==> src/rtl/datamover_package.sv <==
`default_nettype none
// -----------------------------------------------------------------------------
// datamover_package: shared types and helpers for the datamover TCDM arbiter.
// Revision: 1.0
// -----------------------------------------------------------------------------
package datamover_package;

  // Wide enough for any practical outstanding depth; the arbiter zero-extends.
  localparam int unsigned FLAGS_CNT_W = 16;

  typedef struct packed {
    logic [FLAGS_CNT_W-1:0] outstanding;
    logic                   empty;
    logic                   full;
    logic                   err;
  } flags_tcdm_arbiter_t;

  localparam int unsigned FLAGS_W = $bits(flags_tcdm_arbiter_t);

  function automatic int unsigned wrap_inc(int unsigned v, int unsigned n);
    return (v + 1 >= n) ? 32'd0 : v + 1;
  endfunction

endpackage
`default_nettype wire

==> src/rtl/datamover_tag_fifo.sv <==
`default_nettype none
// -----------------------------------------------------------------------------
// datamover_tag_fifo: register-based circular FIFO with count and sync clear.
// Revision: 1.0
// -----------------------------------------------------------------------------
module datamover_tag_fifo
  import datamover_package::*;
#(
  parameter int unsigned WIDTH = 4,
  parameter int unsigned DEPTH = 4,
  localparam int unsigned CNT_W = $clog2(DEPTH + 1),
  localparam int unsigned PTR_W = (DEPTH > 1) ? $clog2(DEPTH) : 1
) (
  input  logic             clk_i,
  input  logic             rst_ni,
  input  logic             clear_i,
  input  logic             push_i,
  input  logic [WIDTH-1:0] data_i,
  input  logic             pop_i,
  output logic [WIDTH-1:0] data_o,
  output logic             full_o,
  output logic             empty_o,
  output logic [CNT_W-1:0] count_o
);

  logic [WIDTH-1:0] mem_q [DEPTH];
  logic [WIDTH-1:0] mem_d [DEPTH];
  logic [PTR_W-1:0] wr_ptr_q, wr_ptr_d;
  logic [PTR_W-1:0] rd_ptr_q, rd_ptr_d;
  logic [CNT_W-1:0] count_q, count_d;
  logic             do_push, do_pop;

  function automatic logic [PTR_W-1:0] next_ptr(logic [PTR_W-1:0] p);
    return (p == PTR_W'(DEPTH - 1)) ? '0 : p + 1'b1;
  endfunction

  assign empty_o = (count_q == '0);
  assign full_o  = (count_q == CNT_W'(DEPTH));
  assign count_o = count_q;
  assign data_o  = mem_q[rd_ptr_q];

  // A full FIFO still accepts a push when the head leaves in the same cycle.
  assign do_pop  = pop_i & ~empty_o;
  assign do_push = push_i & (~full_o | do_pop);

  always_comb begin
    mem_d    = mem_q;
    wr_ptr_d = wr_ptr_q;
    rd_ptr_d = rd_ptr_q;
    count_d  = count_q + CNT_W'(do_push) - CNT_W'(do_pop);
    if (do_push) begin
      mem_d[wr_ptr_q] = data_i;
      wr_ptr_d        = next_ptr(wr_ptr_q);
    end
    if (do_pop) begin
      rd_ptr_d = next_ptr(rd_ptr_q);
    end
    if (clear_i) begin
      for (int i = 0; i < int'(DEPTH); i++) mem_d[i] = '0;
      wr_ptr_d = '0;
      rd_ptr_d = '0;
      count_d  = '0;
    end
  end

  always_ff @(posedge clk_i or negedge rst_ni) begin
    if (!rst_ni) begin
      for (int i = 0; i < int'(DEPTH); i++) mem_q[i] <= '0;
      wr_ptr_q <= '0;
      rd_ptr_q <= '0;
      count_q  <= '0;
    end else begin
      mem_q    <= mem_d;
      wr_ptr_q <= wr_ptr_d;
      rd_ptr_q <= rd_ptr_d;
      count_q  <= count_d;
    end
  end

endmodule
`default_nettype wire

==> src/rtl/datamover_tcdm_arbiter.sv <==
`default_nettype none
// -----------------------------------------------------------------------------
// datamover_tcdm_arbiter: round-robin NB_CHAN -> 1 TCDM arbiter, tagged replies.
// Revision: 1.0
// -----------------------------------------------------------------------------
module datamover_tcdm_arbiter
  import datamover_package::*;
#(
  parameter int unsigned NB_CHAN         = 2,
  parameter int unsigned DW              = 32,
  parameter int unsigned AW              = 32,
  parameter int unsigned MAX_OUTSTANDING = 4
) (
  input  logic                            clk_i,
  input  logic                            rst_ni,
  input  logic                            clear_i,
  input  logic                            enable_i,
  input  logic [NB_CHAN-1:0]              tcdm_slave_req_i,
  output logic [NB_CHAN-1:0]              tcdm_slave_gnt_o,
  input  logic [NB_CHAN-1:0][AW-1:0]      tcdm_slave_add_i,
  input  logic [NB_CHAN-1:0]              tcdm_slave_wen_i,
  input  logic [NB_CHAN-1:0][DW/8-1:0]    tcdm_slave_be_i,
  input  logic [NB_CHAN-1:0][DW-1:0]      tcdm_slave_data_i,
  output logic [NB_CHAN-1:0][DW-1:0]      tcdm_slave_r_data_o,
  output logic [NB_CHAN-1:0]              tcdm_slave_r_valid_o,
  output logic                            tcdm_master_req_o,
  input  logic                            tcdm_master_gnt_i,
  output logic [AW-1:0]                   tcdm_master_add_o,
  output logic                            tcdm_master_wen_o,
  output logic [DW/8-1:0]                 tcdm_master_be_o,
  output logic [DW-1:0]                   tcdm_master_data_o,
  input  logic [DW-1:0]                   tcdm_master_r_data_i,
  input  logic                            tcdm_master_r_valid_i,
  output logic [FLAGS_W-1:0]              flags_o
);

  localparam int unsigned ID_W  = $clog2(NB_CHAN);
  localparam int unsigned CNT_W = $clog2(MAX_OUTSTANDING + 1);

  typedef struct packed {
    logic [ID_W-1:0] id;
    logic            is_read;
  } tag_t;

  logic [ID_W-1:0]  rr_ptr_q, rr_ptr_d;
  logic [ID_W-1:0]  lock_id_q, lock_id_d;
  logic             lock_q, lock_d;
  logic             err_q, err_d;
  logic [ID_W-1:0]  sel;
  logic             stall, handshake;
  logic             fifo_full, fifo_empty;
  logic [CNT_W-1:0] fifo_count;
  tag_t             push_tag, head;
  flags_tcdm_arbiter_t flags;

  function automatic logic [ID_W-1:0] chan_at(logic [ID_W-1:0] base, int unsigned k);
    int unsigned c;
    c = 32'(base) + k;
    if (c >= NB_CHAN) c = c - NB_CHAN;
    return ID_W'(c);
  endfunction

  // Scanning from the far end leaves the nearest requester at/after rr_ptr.
  always_comb begin
    sel = '0;
    if (lock_q) begin
      sel = lock_id_q;
    end else begin
      for (int k = int'(NB_CHAN) - 1; k >= 0; k--) begin
        if (tcdm_slave_req_i[chan_at(rr_ptr_q, unsigned'(k))]) sel = chan_at(rr_ptr_q, unsigned'(k));
      end
    end
  end

  assign stall              = fifo_full & ~tcdm_master_r_valid_i;
  assign tcdm_master_req_o  = enable_i & (|tcdm_slave_req_i) & ~stall;
  assign handshake          = tcdm_master_req_o & tcdm_master_gnt_i;
  assign tcdm_master_add_o  = tcdm_slave_add_i[sel];
  assign tcdm_master_wen_o  = tcdm_slave_wen_i[sel];
  assign tcdm_master_be_o   = tcdm_slave_be_i[sel];
  assign tcdm_master_data_o = tcdm_slave_data_i[sel];

  always_comb begin
    tcdm_slave_gnt_o      = '0;
    tcdm_slave_gnt_o[sel] = handshake;
  end

  // An empty head carries no valid owner, so a stray reply reaches nobody.
  always_comb begin
    tcdm_slave_r_valid_o = '0;
    if (tcdm_master_r_valid_i && !fifo_empty && head.is_read) begin
      tcdm_slave_r_valid_o[head.id] = 1'b1;
    end
  end

  for (genvar i = 0; i < int'(NB_CHAN); i++) begin : g_rdata
    assign tcdm_slave_r_data_o[i] = tcdm_master_r_data_i;
  end

  always_comb begin
    rr_ptr_d  = rr_ptr_q;
    lock_d    = lock_q;
    lock_id_d = lock_id_q;
    err_d     = err_q | (tcdm_master_r_valid_i & fifo_empty);
    if (handshake) begin
      rr_ptr_d = ID_W'(wrap_inc(32'(sel), NB_CHAN));
      lock_d   = 1'b0;
    end else if (tcdm_master_req_o) begin
      lock_d    = 1'b1;
      lock_id_d = sel;
    end
    if (clear_i) begin
      rr_ptr_d  = '0;
      lock_d    = 1'b0;
      lock_id_d = '0;
      err_d     = 1'b0;
    end
  end

  always_ff @(posedge clk_i or negedge rst_ni) begin
    if (!rst_ni) begin
      rr_ptr_q  <= '0;
      lock_q    <= 1'b0;
      lock_id_q <= '0;
      err_q     <= 1'b0;
    end else begin
      rr_ptr_q  <= rr_ptr_d;
      lock_q    <= lock_d;
      lock_id_q <= lock_id_d;
      err_q     <= err_d;
    end
  end

  assign push_tag = '{id: sel, is_read: tcdm_master_wen_o};

  datamover_tag_fifo #(
    .WIDTH ($bits(tag_t)),
    .DEPTH (MAX_OUTSTANDING)
  ) i_tag_fifo (
    .clk_i   (clk_i),
    .rst_ni  (rst_ni),
    .clear_i (clear_i),
    .push_i  (handshake),
    .data_i  (push_tag),
    .pop_i   (tcdm_master_r_valid_i),
    .data_o  (head),
    .full_o  (fifo_full),
    .empty_o (fifo_empty),
    .count_o (fifo_count)
  );

  always_comb begin
    flags.outstanding = FLAGS_CNT_W'(fifo_count);
    flags.empty       = fifo_empty;
    flags.full        = fifo_full;
    flags.err         = err_q;
  end

  assign flags_o = flags;

endmodule
`default_nettype wire

==> config.mk <==
export PLATFORM = sky130hd
export DESIGN_NAME = datamover_tcdm_arbiter
export DESIGN_NICKNAME = d
export VERILOG_FILES = /design/src/rtl/datamover_package.sv /design/src/rtl/datamover_tag_fifo.sv /design/src/rtl/datamover_tcdm_arbiter.sv
export SDC_FILE = /design/constraint.sdc
export NUM_CORES = 1
export LEC_CHECK = 0
export CAP_MARGIN = 20
export CORE_AREA = 2 2 130 132
export DETAILED_ROUTE_END_ITERATION = 10
export DIE_AREA = 0 0 132 134
export PLACE_DENSITY_LB_ADDON = 0.25
export RECOVER_POWER = 25
export SLEW_MARGIN = 20
export SYNTH_ARGS = -nofsm -noshare
export SYNTH_HDL_FRONTEND = slang
export SYNTH_HIERARCHICAL = 1
export SYNTH_SLANG_ARGS = --single-unit
==> constraint.sdc <==
create_clock -name clk_i -period 3.26 [get_ports clk_i]
set_input_delay 0.652 -clock clk_i [delete_from_list [all_inputs] [get_ports clk_i]]
set_output_delay 0.652 -clock clk_i [all_outputs]
set_load 0.01 [all_outputs]
==> results.md <==
- Crit Path Category: primary input to primary output
- GP Congestion: 0.7738
- I/O Buffers: 225
- Largest cells by area after synthesis: mux2_4 (35%), buf_4 (20%), dfrtp_1 (16%)
- Sw frac: about a third
- Die Width: roughly 130 µm
- Number of global-route vias before repair: between 2,000 and 3,000
- Met3 routed WL: about 1400 µm
- CTS Buf Count: 3
- Hold Slack: 0.5047 ns
- Initial antenna violation count: 0
- Met1 Wirelength: between 3000 and 4000 µm
- CP bufs+invs: 4
- Net switching power figure: roughly 0.0005 W
- Slew at the pin closest to its max-slew limit: around 0.90 ns
- Hold Path Depth: 2
- Root Buffer: clkbuf_16
- Starting Density: 18.07%
- Layout area overhead: 75.61%
- Crit-path cells: clkdlybuf4s50_1 > nor2b_2 > o21a_4 > clkinv_8 > buf_6 > mux2_4 > clkdlybuf4s50_1
- Initial DRC count: 55
- Cell mode on critical path: clkdlybuf4s50_1
- Crit Path Max Fanout: 9
- Min Tclk post-route: 3.187 ns
- Post-CTS Hold Fix Bufs: 0
- Mean Syn Cell Area: between 10 and 15 µm²
- Slowest CP cell: clkdlybuf4s50_1
- Seq cells post-synth: 19
- Fmax: 313.7 MHz
- Synth Cell Area: approximately 3000 µm²
- Seq/Total Area, Yosys: between 15 and 20%
- Startpoint Class: primary input
- P_int: roughly 0.0011 W
- Grt ovf: 0
- Status: completed
- Largest stage delay on the critical path: ~0.48 ns
- P_leak: around 2.6 nW
- Avg WL per Cell: approximately 17 µm
- Sequential power share: between 20% and 30%
- Final Hold Vio Count: 0
- Clock network power share: between 15 and 20%
- # DRC: 0
- Worst-path clk slew: around 0.060 ns
- CP endpoint kind: primary output
- Synth area leader: mux2_4
- Total track usage: a little under an eighth
- First-pass GRT wire length: ~16,000 µm
- Pre-CTS setup slack: -0.03128 ns
- Yosys warnings: 6
- Boundary pin count: 335
- Max_cap viols: 0
- Period utilization: a little over nine tenths
- CTS tree: yes
- Clock latency at the later pin of the worst-skew pair: 0.25 ns
- Die Ht: roughly 130 µm
- Critical path depth in cells: 7
- 1st-pass router iterations: 4
- Core box area: approximately 16,000 µm²
- Worst Path Arrival: approximately 2.5 ns
- Hold Crit Class: flip-flop to flip-flop
- Synth Instances: between 200 and 300
- WL met2: about 5800 µm
- CTS Sinks: 19
- Num rows: 47
- CP top delay family: buffers and inverters
- Max-Slew Margin vs Limit: between 30% and 40%
- Largest net degree at the start of global routing: 25
- Yosys top cell area share: a little over a third
- Layout Nets: around 620
- Comb power frac: a little under two thirds
- Core Util, Final: roughly a third
- Post-synthesis cell type count: 43
- Max Clock Skew: between 0.002 and 0.003 ns
- Htree depth: 1
- R2r worst-path depth: 14
- DIE AREA: 17,690 µm²
- Top layer used by detailed routing: met4
- Via/cell ratio: approximately 3.8
- Setup violations, final: 0
- # diodes: 0
- Fin. max-slew vios: 0
- RSZ-0062 raised after global routing: yes
- Worst EP required: 2.61 ns
- Via Count: roughly 2,500
- Final wirelength: 11,180 µm
- Final Worst Setup Slack: slightly above 0.07 ns
- Detail Placement HPWL: 9538 µm
- Power density cells: roughly 300 nW/µm²
- Clock Tree Buf Depth: 2
- Share of layout cells above drive strength 1: a little under a quarter
- Antenna-violating nets left: 0
- Worst IR Drop VDD: between 100 and 150 µV
==> tightest hold or removal path: stages, from the launching register on <==
cell and delay [ns]:
dfrtp_1 0.35, a21oi_1 0.05, nor2_1 0.07
==> routing by layer <==
layer  GRT usage [%]  up-vias
met4           1.449        0
met3           6.349        8
li1                -     1149
met5               0        -
met2           20.60      159
met1           12.13     1135
==> layout by cell type, fill, tap and decap left out, drive strengths merged, types with 2 or more instances in the layout <==
cell           count
o21ai              2
ha                 7
clkinv             2
conb              13
mux2              69
nor3               3
dlygate4sd2        4
and2               2
buf               15
and3               3
dfrtp             19
nand2b            14
nor2b              2
inv                8
a21oi              3
mux4               2
nand3              3
mux2i             10
nand2              2
clkbuf             4
o31ai              2
nor2               7
clkdlybuf4s50    167
dlymetal6s2s      54
==> cells by family (layout without fill, tap and decap cells) <==
group                    count (synthesis)  in the layout  synth area share, %
XOR/XNOR                                 1              1               0.2975
multiplexers                            81             81                39.99
flip-flops                              19             19                16.15
AND/OR/NAND/NOR                         44             44                9.733
AO/OA/AOI/OAI                           11             11                2.847
buffers and inverters                   99            254                27.20
adder cells (fa/ha/maj)                  8              8                3.655
other                                    1             13               0.1274
==> flip-flops by register name, summed over array words and instances (netlist names) <==
register / cells
rr_ptr_q: 1
i_tag_fifo/wr_ptr_q: 2
i_tag_fifo/count_o: 3
i_tag_fifo/rd_ptr_q: 2
i_tag_fifo/mem_q: 8
lock_id_q: 1
lock_q: 1
err_q: 1
==> per-stage QoR <==
step	power (W)	cell area [µm²]	setup TNS [ns]	std cells
6_report	0.001573	5170	0	651
5_1_grt	0.001675	5170	-0.0007991	651
4_1_cts	0.001608	4990	-0.04154	650
3_5_place_dp	0.001342	4900	-0.09707	645
3_3_place_gp	0.001330	4900	-0.04929	645
2_1_floorplan	0.0009438	2989	0	276
==> power by group through the flow <==
stage | sequential, W | combinational, W | clock, W
2_1_floorplan | 0.000317 | 0.000627 | 0
3_3_place_gp | 0.000322 | 0.00101 | 0
3_5_place_dp | 0.000323 | 0.00102 | 0
4_1_cts | 0.000320 | 0.00102 | 0.000265
5_1_grt | 0.000326 | 0.00107 | 0.000277
6_report | 0.000317 | 0.000999 | 0.000257
==> final timing paths <==
kind | from | endpoint | slack [ns]
worst min register to register | err_q$_DFF_PN0_ | err_q$_DFF_PN0_ | 0.50
worst min-delay path | err_q$_DFF_PN0_ | err_q$_DFF_PN0_ | 0.50
min in group asynchronous | rst_ni | i_tag_fifo/count_o[2]$_DFF_PN0_ | 0.91
worst max register to register | i_tag_fifo/count_o[1]$_DFF_PN0_ | i_tag_fifo/count_o[2]$_DFF_PN0_ | 0.63
max in group asynchronous | rst_ni | rr_ptr_q$_DFFE_PN0P_ | 1.80
worst max-delay path | tcdm_slave_req_i[0] | tcdm_master_add_o[9] | 0.07
==> cells in the mapped netlist (all sizes together) <==
master  count
nor2b       2
clkbuf      2
and3        3
o21a        1
o31ai       2
a41oi       1
nor2        7
dfrtp      19
inv         9
ha          7
a31oi       1
nand4b      1
nor4bb      1
mux2i      10
nand4       1
a21oi       3
nand3       3
nor3b       1
xor2        1
and2        2
nor3        3
a311oi      1
and4b       1
fa          1
mux4        2
conb        1
o21ai       2
nand2       2
or3         1
mux2       69
nand2b     14
or2         1
or4b        1
buf        88
==> final cells by class <==
type	count	area, µm²
Clock inverter	1	5.005
Timing Repair Buffer	241	2580
Multi-Input combinational cell	158	1713
Inverter	9	46.29
Clock buffer	3	75.07
Tap cell	220	275.3
Sequential cell	19	475.5
Fill cell	1676	11120
==> timing repair <==
action | in CTS | in global routing
endpoints found under the hold margin | 0 | 0
gates cloned | 0 | 1
gates resized for setup | 5 | 58
buffers inserted | 1 | 0
endpoints found under the setup margin | 6 | 60
Power figures use the tool's default switching activity.
